<file path="src/rtl/mem_stage.sv">
// mem_stage: EX/MEM and MEM/WB pipeline registers, data-memory req/ack master, writeback mux.
// Latency: ALU/PC+4 results reach W one edge after M; memory results reach W one edge after their ack.
// Backpressure: a memory op in M without ack raises StallMem, freezing EX/MEM and bubbling MEM/WB.
// Optional feature macro: MEM_TIMEOUT_EN (bus timeout abort with sticky MemErr).
module mem_stage #(
   parameter int TIMEOUT_CYCLES = 15,
   parameter int AW             = 32
) (
   input  logic          clk,
   input  logic          reset,
   input  logic          RegWriteE,
   input  logic          MemWriteE,
   input  logic [1:0]    ResultSrcE,
   input  logic [4:0]    rdE,
   input  logic [31:0]   ALUResultE,
   input  logic [31:0]   WriteDataE,
   input  logic [31:0]   PCplus4E,
   output logic          dmem_req,
   output logic          dmem_we,
   output logic [AW-1:0] dmem_addr,
   output logic [31:0]   dmem_wdata,
   input  logic [31:0]   dmem_rdata,
   input  logic          dmem_ack,
   output logic          StallMem,
   output logic          RegWriteM,
   output logic [4:0]    rdM,
   output logic [31:0]   ALUResultM,
   output logic          RegWriteW,
   output logic [4:0]    rdW,
   output logic [31:0]   ResultW,
   output logic          MemErr
);

   localparam logic [0:0] IDLE = 1'b0;
   localparam logic [0:0] WAIT = 1'b1;

   // Elaboration guard: a zero timeout would abort before the bus could answer.
   if (TIMEOUT_CYCLES < 1) begin : g_timeout_chk
      $error("mem_stage: TIMEOUT_CYCLES must be at least 1");
   end

   logic        MemWriteM;
   logic [1:0]  ResultSrcM;
   logic [31:0] WriteDataM;
   logic [31:0] PCplus4M;

   logic [1:0]  ResultSrcW;
   logic [31:0] ALUResultW;
   logic [31:0] ReadDataW;
   logic [31:0] PCplus4W;

   logic [0:0]  state;
   logic        mem_op_m;
   logic        abort;

   // ResultSrc 11 is an ALU result, so only explicit loads and stores touch memory.
   assign mem_op_m = MemWriteM | (ResultSrcM == 2'b01);

`ifdef MEM_TIMEOUT_EN
   localparam int CW = $clog2(TIMEOUT_CYCLES + 1);
   logic [CW-1:0] wait_cnt;

   // The counter holds completed WAIT cycles; the abort fires in the cycle it would reach the limit.
   assign abort = (state == WAIT) & ~dmem_ack & (wait_cnt == CW'(TIMEOUT_CYCLES - 1));

   // Count unacknowledged WAIT cycles, clearing on completion, abort or leaving WAIT.
   always_ff @(posedge clk) begin
      if (!reset)
         wait_cnt <= '0;
      else if (state == WAIT && !dmem_ack && !abort)
         wait_cnt <= wait_cnt + 1'b1;
      else
         wait_cnt <= '0;
   end

   // Sticky error flag, cleared only by reset.
   always_ff @(posedge clk) begin
      if (!reset)
         MemErr <= 1'b0;
      else if (abort)
         MemErr <= 1'b1;
   end
`else
   assign abort  = 1'b0;
   assign MemErr = 1'b0;
`endif

   // Both FSM states request while a memory op sits in M, so back-to-back ops have no idle gap.
   assign dmem_req   = mem_op_m;
   assign dmem_we    = MemWriteM;
   assign dmem_addr  = ALUResultM[AW-1:0];
   assign dmem_wdata = WriteDataM;
   assign StallMem   = mem_op_m & ~dmem_ack & ~abort;

   // EX/MEM register: frozen while the memory access is outstanding.
   always_ff @(posedge clk) begin
      if (!reset) begin
         RegWriteM  <= 1'b0;
         MemWriteM  <= 1'b0;
         ResultSrcM <= 2'b00;
         rdM        <= 5'd0;
         ALUResultM <= 32'd0;
         WriteDataM <= 32'd0;
         PCplus4M   <= 32'd0;
      end else if (!StallMem) begin
         RegWriteM  <= RegWriteE;
         MemWriteM  <= MemWriteE;
         ResultSrcM <= ResultSrcE;
         rdM        <= rdE;
         ALUResultM <= ALUResultE;
         WriteDataM <= WriteDataE;
         PCplus4M   <= PCplus4E;
      end
   end

   // Bus FSM: IDLE issues the request, WAIT holds it until ack (or abort).
   always_ff @(posedge clk) begin
      if (!reset) begin
         state <= IDLE;
      end else begin
         case (state)
            IDLE:    if (mem_op_m && !dmem_ack) state <= WAIT;
            WAIT:    if (dmem_ack || abort)     state <= IDLE;
            default: state <= IDLE;
         endcase
      end
   end

   // MEM/WB register: advances when M is not stalled, otherwise injects a bubble.
   always_ff @(posedge clk) begin
      if (!reset) begin
         RegWriteW  <= 1'b0;
         rdW        <= 5'd0;
         ResultSrcW <= 2'b00;
         ALUResultW <= 32'd0;
         ReadDataW  <= 32'd0;
         PCplus4W   <= 32'd0;
      end else if (!StallMem) begin
         RegWriteW  <= RegWriteM & ~abort;
         rdW        <= abort ? 5'd0 : rdM;
         ResultSrcW <= ResultSrcM;
         ALUResultW <= ALUResultM;
         ReadDataW  <= (ResultSrcM == 2'b01 && !abort) ? dmem_rdata : 32'd0;
         PCplus4W   <= PCplus4M;
      end else begin
         RegWriteW  <= 1'b0;
         rdW        <= 5'd0;
      end
   end

   // Writeback select; 11 falls back to the ALU result.
   always_comb begin
      ResultW = ALUResultW;
      case (ResultSrcW)
         2'b01:   ResultW = ReadDataW;
         2'b10:   ResultW = PCplus4W;
         default: ResultW = ALUResultW;
      endcase
   end

endmodule

</file>
<file path="config.mk">
export PLATFORM = sky130hd
export DESIGN_NAME = mem_stage
export DESIGN_NICKNAME = d
export VERILOG_FILES = /design/src/rtl/mem_stage.sv
export SDC_FILE = /design/constraint.sdc
export NUM_CORES = 1
export LEC_CHECK = 0
export CAP_MARGIN = 10
export CORE_MARGIN = 5
export CORE_UTILIZATION = 43
export CTS_BUF_LIST = sky130_fd_sc_hd__clkbuf_8
export CTS_CLUSTER_SIZE = 30
export DETAILED_ROUTE_END_ITERATION = 10
export PLACE_DENSITY = 0.89
export SETUP_SLACK_MARGIN = 0.02
export SLEW_MARGIN = 10
export SYNTH_ARGS = -nofsm -noshare
export SYNTH_HDL_FRONTEND = slang
export SYNTH_SLANG_ARGS = --single-unit
</file>
<file path="constraint.sdc">
create_clock -name clk -period 1.6 [get_ports clk]
set_clock_uncertainty 0.2 [all_clocks]
set_input_delay 0.24 -clock clk [delete_from_list [all_inputs] [get_ports clk]]
set_output_delay 0.24 -clock clk [all_outputs]
set_load 0.02 [all_outputs]
</file>
==> flow_results.org <==
** Synth
- The Yosys step of the flow raised 0 warnings.
- Summed over all instances, the cell type with the most area after synthesis is sky130_fd_sc_hd__dfxtp_1.
- Post-Syn Area :: 0.00866 mm²
- The commonest cells after synthesis are 308 x sky130_fd_sc_hd__nand2_1, 209 x sky130_fd_sc_hd__dfxtp_1, 171 x sky130_fd_sc_hd__mux2i_1.
- Of the total synthesized cell area, the portion taken by AND, OR, NAND and NOR gates is 0.140.
- Primary FF master, synth :: sky130_fd_sc_hd__dfxtp_1
- The share of the Yosys chip area taken by registers is 0.483.
- Of the post-synthesis cell area, the part taken by muxes is 0.198.
- Of the total synthesized cell area, the portion taken by full adders, half adders and majority gates is 0.00289.
- Compound-Gate Fraction of Synth Area :: 0.0816
- Share of the synthesized area in the top cell type :: 0.483
- Yosys mapped a number of flops with a built-in enable equal to 0.
- In the synthesized netlist, the number of instances is 906.
- In the post-synthesis netlist, the cell with the most instances is sky130_fd_sc_hd__nand2_1.
- Dividing the synthesized area by the synthesized cell count gives 9.56 µm².
- The number of nets in the synthesized netlist is 1048.
- Counting distinct cell types in the post-synthesis netlist gives 23.
- Number of synthesized register bits :: 209
- By area, the combinational part of the netlist is dominated by multiplexers.
- Counting flops with an async set or reset pin after synthesis yields a share of 0.
- Of the total synthesized cell area, the portion taken by XOR and XNOR cells is 0.
- Yosys attributes the largest share of cell area to sky130_fd_sc_hd__dfxtp_1 48%, sky130_fd_sc_hd__mux2i_1 20%, sky130_fd_sc_hd__nand2_1 13%.

** Critical path
- Data required time of the worst path :: 1160 ps
- Walking the worst path, the cells encountered are inv_2, ha_4, buf_12, buf_12, buf_6, o21ai_4, buf_6.
- The worst setup path is captured at an output port.
- STA puts the critical path data arrival time at 1840 ps.
- On the critical path, the stage with the largest delay is an instance of sky130_fd_sc_hd__dfxtp_2.
- CP startpoint kind :: flip-flop
- For this run, the slowest stage of the critical path takes 350 ps.
- Category of the most critical setup path :: reg -> out
- Peak fanout along the critical path :: 8

** Drt
- Initial DRT Pass Iterations :: 4
- The detailed router finished its first iteration with 414 violations.
- After detailed routing, the number of vias per cell comes to 5.19.
- The routed layout has 7933 vias.
- In the routed design, unresolved DRC markers number 0.
- After detailed routing, the total wire length is 31400 µm.
- After detailed routing, the average wire length per cell comes to 20.5 µm.
- The detail route stage leaves a number of antenna-violating nets equal to 0.

** Placement
- Once detailed placement completed, the half-perimeter wirelength came to 18300 µm.
- Gp weighted congestion :: 0.878
- Timing analysis after detailed placement gives a worst setup slack of -666 ps.
- Input and output buffers added on the ports amount to 282.

** Global route
- Via count of the first global-routing pass :: 8310
- The first global-routing pass estimated 45800 µm of wire.
- The initial antenna violation count was 1.
- GR Util All Layers :: 0.245
- Entering global routing, the biggest net connects 88 pins.
- Global route total overflow :: 0

** STA
- Peak Freq :: 0.438 GHz
- Of the available clock period, the critical path in the final layout requires 1.43.
- Max Transition Viols Final :: 0
- The final hold violation count was 0.
- Adding up every negative setup slack in the final design gives -49840 ps.
- Setup repair after global routing could not meet its margin everywhere.
- Setup violations remaining at the end of the flow were counted as 222.
- Counting I/O delays and the setup requirement, the final critical path takes 2280 ps.
- Once routing completed, OpenROAD measured the worst setup slack at -681 ps.

** Run status
- Violated checks :: negative setup slack
- Status :: complete, but fails checks

** Clock tree
- The clock net in this run drives a total of 209 sinks.
- Register clock-pin slew on the reported worst setup and hold paths :: 70 ps
- The clock tree synthesis step divided the H-tree into 2 levels.
- In this run the deepest clock path goes through 3 buffers.
- Clock root buffer :: sky130_fd_sc_hd__clkbuf_8
- TritonCTS clock tree :: done
- Clock latency of the later-clocked register in the worst-skew pair :: 510 ps
- Inserted Clock Buffers :: 36

** Cells and area
- Layout cells sized above 1 :: 0.319
- Once layout is complete, the utilization of the core stands at 0.685.
- The area growth from synthesis to layout is 58.5%.
- Final net count :: 1376

** Power and ir drop
- Summing internal, switching and leakage power gives 13.5 mW.
- Leakage :: 5.68 nW
- Worst vdd rail ir drop :: 537 µV
- Power density of the placed cells :: 986 mW/mm²

** Floorplan
- The floorplan step defined a core boundary enclosing 0.0200 mm².
- The die is 152 µm wide.
- Die Area :: 0.0231 mm²
- The floorplan has 52 rows.
- Effective utilization at floorplan :: 0.432
- The die is 152 µm tall.
- Top-Level Pins :: 284

** Run
- Max-cap violations in this run came to 0.

** Worst hold path
- Worst min-delay path class :: in -> reg
## worst max-delay path, delay by kind of cell, from the launching register on
| family | cells | cell delay, ps |
|---|---|---|
| flip-flops | 1 | 350 |
| AO/OA/AOI/OAI | 1 | 140 |
| adder cells (fa/ha/maj) | 1 | 260 |
| buffers and inverters | 5 | 580 |
## power breakdown
group | leakage (nW) | internal [mW] | switching, mW
clock network | 0.405 | 2.42 | 2.17
logic | 3.55 | 1.61 | 1.55
registers | 1.72 | 5.55 | 0.233
total | 5.68 | 9.58 | 3.96
## layout by cell type (no fill, tap or decap), types with 2 or more instances in the layout
master                              n
sky130_fd_sc_hd__nand2_2            5
sky130_fd_sc_hd__mux2i_2            7
sky130_fd_sc_hd__mux2i_4            5
sky130_fd_sc_hd__a22oi_2           32
sky130_fd_sc_hd__buf_8              8
sky130_fd_sc_hd__inv_1             16
sky130_fd_sc_hd__buf_12            30
sky130_fd_sc_hd__buf_2             88
sky130_fd_sc_hd__nand2_1          298
sky130_fd_sc_hd__buf_16            13
sky130_fd_sc_hd__dfxtp_1          204
sky130_fd_sc_hd__clkbuf_16          7
sky130_fd_sc_hd__clkbuf_8          44
sky130_fd_sc_hd__clkdlybuf4s15_2   19
sky130_fd_sc_hd__and3_1             6
sky130_fd_sc_hd__ha_4               2
sky130_fd_sc_hd__nand2_4            5
sky130_fd_sc_hd__inv_2              3
sky130_fd_sc_hd__a22o_1            32
sky130_fd_sc_hd__mux2i_1          159
sky130_fd_sc_hd__o21ai_4           30
sky130_fd_sc_hd__o21ai_2            2
sky130_fd_sc_hd__dfxtp_2            4
sky130_fd_sc_hd__clkdlybuf4s50_1  138
sky130_fd_sc_hd__buf_4             36
sky130_fd_sc_hd__clkinv_2           4
sky130_fd_sc_hd__buf_6             50
## stage by stage
stage / instance area [µm²] / hold slack, ps / cells
5_1_grt: 13700 / 79.2 / 1529
4_1_cts: 13600 / 55.0 / 1524
3_3_place_gp: 12000 / 243 / 1415
2_1_floorplan: 9080 / 173 / 906
6_report: 13700 / 78.5 / 1529
3_5_place_dp: 12000 / 252 / 1415
## state kept, by name, indices dropped and copies added, names as in the netlist
signal	flops
ALUResultM	32
ALUResultW	32
PCplus4M	32
PCplus4W	32
ReadDataW	32
dmem_wdata	32
rdM	5
rdW	5
ResultSrcM	2
ResultSrcW	2
RegWriteM	1
RegWriteW	1
dmem_we	1
## routing by layer
metal  vias to the layer above  share of wire  GRT usage
met2                       340           0.49      0.411
met1                      3819           0.39      0.279
met4                         0          0.050      0.132
li1                       3668              -          -
met5                         -              0          0
met3                       106          0.073     0.0739
## worst paths after layout
check | start | to | slack (ps) | depth (start not counted)
hold reg to reg | dmem_wdata[13]$_SDFFE_PN0N_ | dmem_wdata[13]$_SDFFE_PN0N_ | 250 | 2
hold / removal | ALUResultE[20] | ALUResultM[20]$_SDFFE_PN0N_ | 80 | 3
setup reg to reg | ResultSrcM[1]$_SDFFE_PN0N_ | PCplus4M[11]$_SDFFE_PN0N_ | -270 | 8
setup / recovery | ResultSrcW[0]$_SDFFE_PN0N_ | ResultW[6] | -680 | 7
## logic make-up (layout without fill, tap and decap cells)
group           count (synthesis)  count (layout)
compound gates                 99              99
fa+ha+maj                       2               2
buf+inv                       107             459
flops                         209             209
mux                           171             171
other cells                     1               2
simple gates                  317             317
## final cells by class
class / instances / area, µm²
Multi-Input combinational cell: 590 / 4350
Clock inverter: 19 / 76.3
Antenna cell: 1 / 2.50
Fill cell: 1418 / 6310
Sequential cell: 209 / 4190
Timing Repair Buffer: 392 / 4150
Inverter: 5 / 26.3
Clock buffer: 43 / 592
Tap cell: 270 / 338
## repair_timing
| action | 4_1_cts | 5_1_grt |
|---|---|---|
| endpoints found under the setup margin | 296 | 242 |
| setup buffers | 26 | 11 |
| resized for setup | 697 | 81 |
| hold endpoints to repair | 10 | 0 |
| pin swaps | 14 | 36 |
| cloned | 20 | 8 |
| hold buffers | 1 | 0 |
(Power assumes the default switching activity.)
==> RTL change 1 (same flow settings) <==
The parameter `AW` goes from 32 to 16.
--- a/src/rtl/mem_stage.sv
+++ b/src/rtl/mem_stage.sv
@@ -6,3 +6,3 @@
    parameter int TIMEOUT_CYCLES = 15,
-   parameter int AW             = 32
+   parameter int AW             = 16
 ) (
Ports: changed (resized dmem_addr); port bits go from 284 to 268. No check against the original RTL was run, so the function may have changed too.
==> RTL change 1 against the unedited design <==
- the run still ends with negative setup slack left
- synthesized cell count decreased by 1.8%
- area after synthesis down 1.4%
- critical path depth unchanged
- final area down 0.77%
- combinational power decreased by 2%
- routed wire length down 0.29%
- sequential cell count did not move
- sequential share of layout area grew 0.24 points
- fmax fell by 2.7%
- total power grew 2.1%
- setup slack got worse by 0.064 ns
- non-clock buffer count decreased by 15
- critical path type unchanged
- largest power group unchanged
==> RTL change 1: results (changes against the unedited design) <==
Drt
  – Initial DRT Pass Iterations: 5 (+1)
  – Vias per inst: 5.26 (+1.4%)
  – Drt total wl: 31300 um (-0.29%)

STA
  – Final number of setup-violating endpoints: 230 (+3.6%)
  – Setup ws final: -0.744 ns (-0.0636 ns)
  – Setup TNS: -38.55 ns (+11.29 ns)

GRT
  – Largest net degree at the start of global routing: 109 (+24%)
  – First-pass GRT wire length: 44800 um (-2.2%)

Power
  – Static Leak: 5.64 nW (-0.79%)
  – P_clk: 4.96 mW (+7.8%)
  – Worst vdd ir: 0.000677 V (+26%)
  – Total power per unit cell area: 1020 mW/mm2 (+2.9%)
  – Seq pwr share: 41.7% (-1.0 points)

Final layout
  – Share of cells above drive strength 1: 30.9% (-0.96 points)
  – # diodes: 3 (+2)
  – Non-clock buffers: 377 (-3.8%)
  – Multi-input gate area: 0.00429 mm2 (-1.4%)
  – Sequential share of cell area: 30.8% (+0.24 points)
  – Clk_buf instances: 46 (+7.0%)
  – Fraction of area in multi-input gates: 31.5% (-0.21 points)

Synth
  – Sequential-to-total area share from yosys stat: 49.0% (+0.68 points)
  – Syn nets: 1032 (-1.5%)
  – Top cells by count, synth: nand2_1, dfxtp_1, mux2i_1
  – Compound-cell area share of the yosys netlist: 8.28% (+0.11 points)

Placed design
  – Placed cell area: 0.0119 mm2 (-1.3%)
  – Post-DP HPWL: 17700 um (-3.7%)
  – Placer congestion estimate: 0.886 (+0.85%)
  – Placement Setup Slack: -0.680 ns (-0.0137 ns)

Floorplanning
  – Tapcells: 265 (-1.9%)

Status
  – Failing checks: negative setup slack
  – Status: finished with violations

Clock network
  – CTS buffer count: 35 (-2.8%)

Min path
  – HP Start: ALUResultE[14]
## RTL change 1: per-layer routing
metal	wire length, um	up-vias	track usage, %	part of all wire (%)
met5	34	-	0	0.11
met4	1640	6	13.1	5.2
met3	2630	123	7.27	8.4
met2	15400	374	42.0	49
met1	11600	3799	29.2	37
li1	-	3645	-	-
## RTL change 1: cells by family after synthesis
family | count (synthesis)
buffers and inverters | 91
flip-flops | 209
other | 1
AND/OR/NAND/NOR | 317
multiplexers | 171
adder cells (fa/ha/maj) | 2
AO/OA/AOI/OAI | 99
## RTL change 1: path summary, 6_finish.rpt
kind,to,slack (ns),cells past startpoint
hold / removal,ALUResultM[14],0.07,3
setup / recovery,ResultW[23],-0.74,7
setup reg to reg,ALUResultM[18],-0.20,8
hold reg to reg,dmem_wdata[6],0.26,2
## RTL change 1: worst max-delay path, stage by stage, from the launching register on
cell	delay (ns)
dfxtp_2	0.34
buf_6	0.13
ha_4	0.21
buf_12	0.16
buf_4	0.13
a22oi_2	0.22
o21ai_4	0.07
buf_6	0.13
==> RTL change 2 (same settings) <==
Without the edit above. Build with the macro `MEM_TIMEOUT_EN` defined.
--- a/src/rtl/mem_stage.sv
+++ b/src/rtl/mem_stage.sv
@@ -4,2 +4,4 @@
 // Optional feature macro: MEM_TIMEOUT_EN (bus timeout abort with sticky MemErr).
+`define MEM_TIMEOUT_EN
+
 module mem_stage #(
Check against the original RTL: same outputs for any inputs over 4 cycles, from zero or initial values and one cycle with reset low; that may be too few to reach the edited logic, so the function may still have changed.
==> RTL change 2 against the unedited design <==
- the run still ends with negative setup slack left
- routed wire length increased by 3.7%
- area after synthesis increased by 4.0%
- fmax decreased by 1.5%
- final area increased by 5.9%
- total power increased by 2.8%
- setup slack got worse by 0.035 ns
- sequential cell count increased by 6
- core utilization increased by 1.3 points
- synthesized cell count increased by 11%
- count of clock-buffer cells in the layout decreased by 2
- via count increased by 9.6%
- largest cell class unchanged
- highest routed layer unchanged
==> RTL change 2: results (changes against the unedited design) <==
GRT
  – Largest net degree at the start of global routing: 79 (-10%)
  – First-pass GRT wire length: 47900 um (+4.5%)
  – GR Util met2: 43.4% (+2.3 points)
  – Total GRT Usage: 24.9% (+0.42 points)

Power
  – Worst vdd ir: 0.000557 V (+3.7%)
  – Power Sequential: 5.92 mW (+2%)
  – Static Leak: 5.87 nW (+3.3%)
  – Internal Power: 9.89 mW (+3.2%)

Synth
  – Synth top area cells: dfxtp_1, mux2i_1, nand2_1, a22oi_1, buf_4
  – Top cells by count, synth: nand2_1, dfxtp_1, mux2i_1
  – Synth unique cells: 28 (+22%)
  – Syn nets: 1148 (+9.5%)

Status
  – Status: finished with violations
  – Failing checks: negative setup slack

Final layout
  – Seq cells: 215 (+2.9%)
  – Clock buf/inv share: 4.65% (-0.21 points)
  – # fillers: 1468 (+3.5%)
  – Layout Nets: 1482 (+7.7%)
  – # diodes: 2 (+1)

Critical path
  – Worst path arrival time: 1.88 ns (+0.04 ns)

STA
  – Final number of setup-violating endpoints: 205 (-7.7%)
  – Setup ws final: -0.716 ns (-0.0354 ns)

Drt
  – Drt total wl: 32600 um (+3.7%)
  – DR iter-0 viols: 551 (+33%)
  – Met1 WL: 12700 um (+4.7%)
-- RTL change 2: path summary, 6_finish.rpt --
path	start	end	slack, ns
worst max-delay path	ResultSrcW[1]	ResultW[22]	-0.72
worst min-delay path	ALUResultE[5]	ALUResultM[5]	0.07
worst max register to register	wait_cnt[0]	ALUResultW[1]	-0.31
worst min register to register	dmem_wdata[0]	dmem_wdata[0]	0.25
-- RTL change 2: per-stage QoR --
step	total power [mW]	cells	setup WS (ns)	utilization, %	setup TNS, ns
floorplan	7.48	1004	-0.0627	-	-8.82
global placement	8.60	1512	-0.674	61.2	-94.64
detailed placement	8.66	1512	-0.712	61.2	-94.01
CTS	13.9	1629	-0.707	69.4	-65.19
global route	14.4	1637	-0.748	69.8	-62.24
finish	13.9	1637	-0.716	69.8	-53.04
-- RTL change 2: repair_timing --
item | CTS | global route
endpoints found under the hold margin | 9 | 0
resized for setup | 743 | 68
pin swaps | 22 | 16
setup endpoints to repair | 321 | 239
setup buffers | 36 | 11
hold buffers | 1 | 0
gates cloned | 22 | 6
-- RTL change 2: critical path: cells and delay by family (launching register included) --
| kind | cells | cell delay, ns |
|---|---|---|
| compound gates | 1 | 0.15 |
| fa+ha+maj | 1 | 0.27 |
| buf+inv | 4 | 0.56 |
| flops | 1 | 0.36 |
-- RTL change 2: cells by family (layout without fill, tap and decap cells) --
kind of cell / after synthesis / count (layout) / share of synthesized area, %
AND/OR/NAND/NOR: 358 / 358 / 15.8
flip-flops: 215 / 215 / 47.8
multiplexers: 171 / 171 / 19.0
buffers and inverters: 120 / 476 / 7.33
other: 0 / 2 / 0
adder cells (fa/ha/maj): 4 / 4 / 0.556
AO/OA/AOI/OAI: 134 / 134 / 9.35
XOR/XNOR: 2 / 2 / 0.195
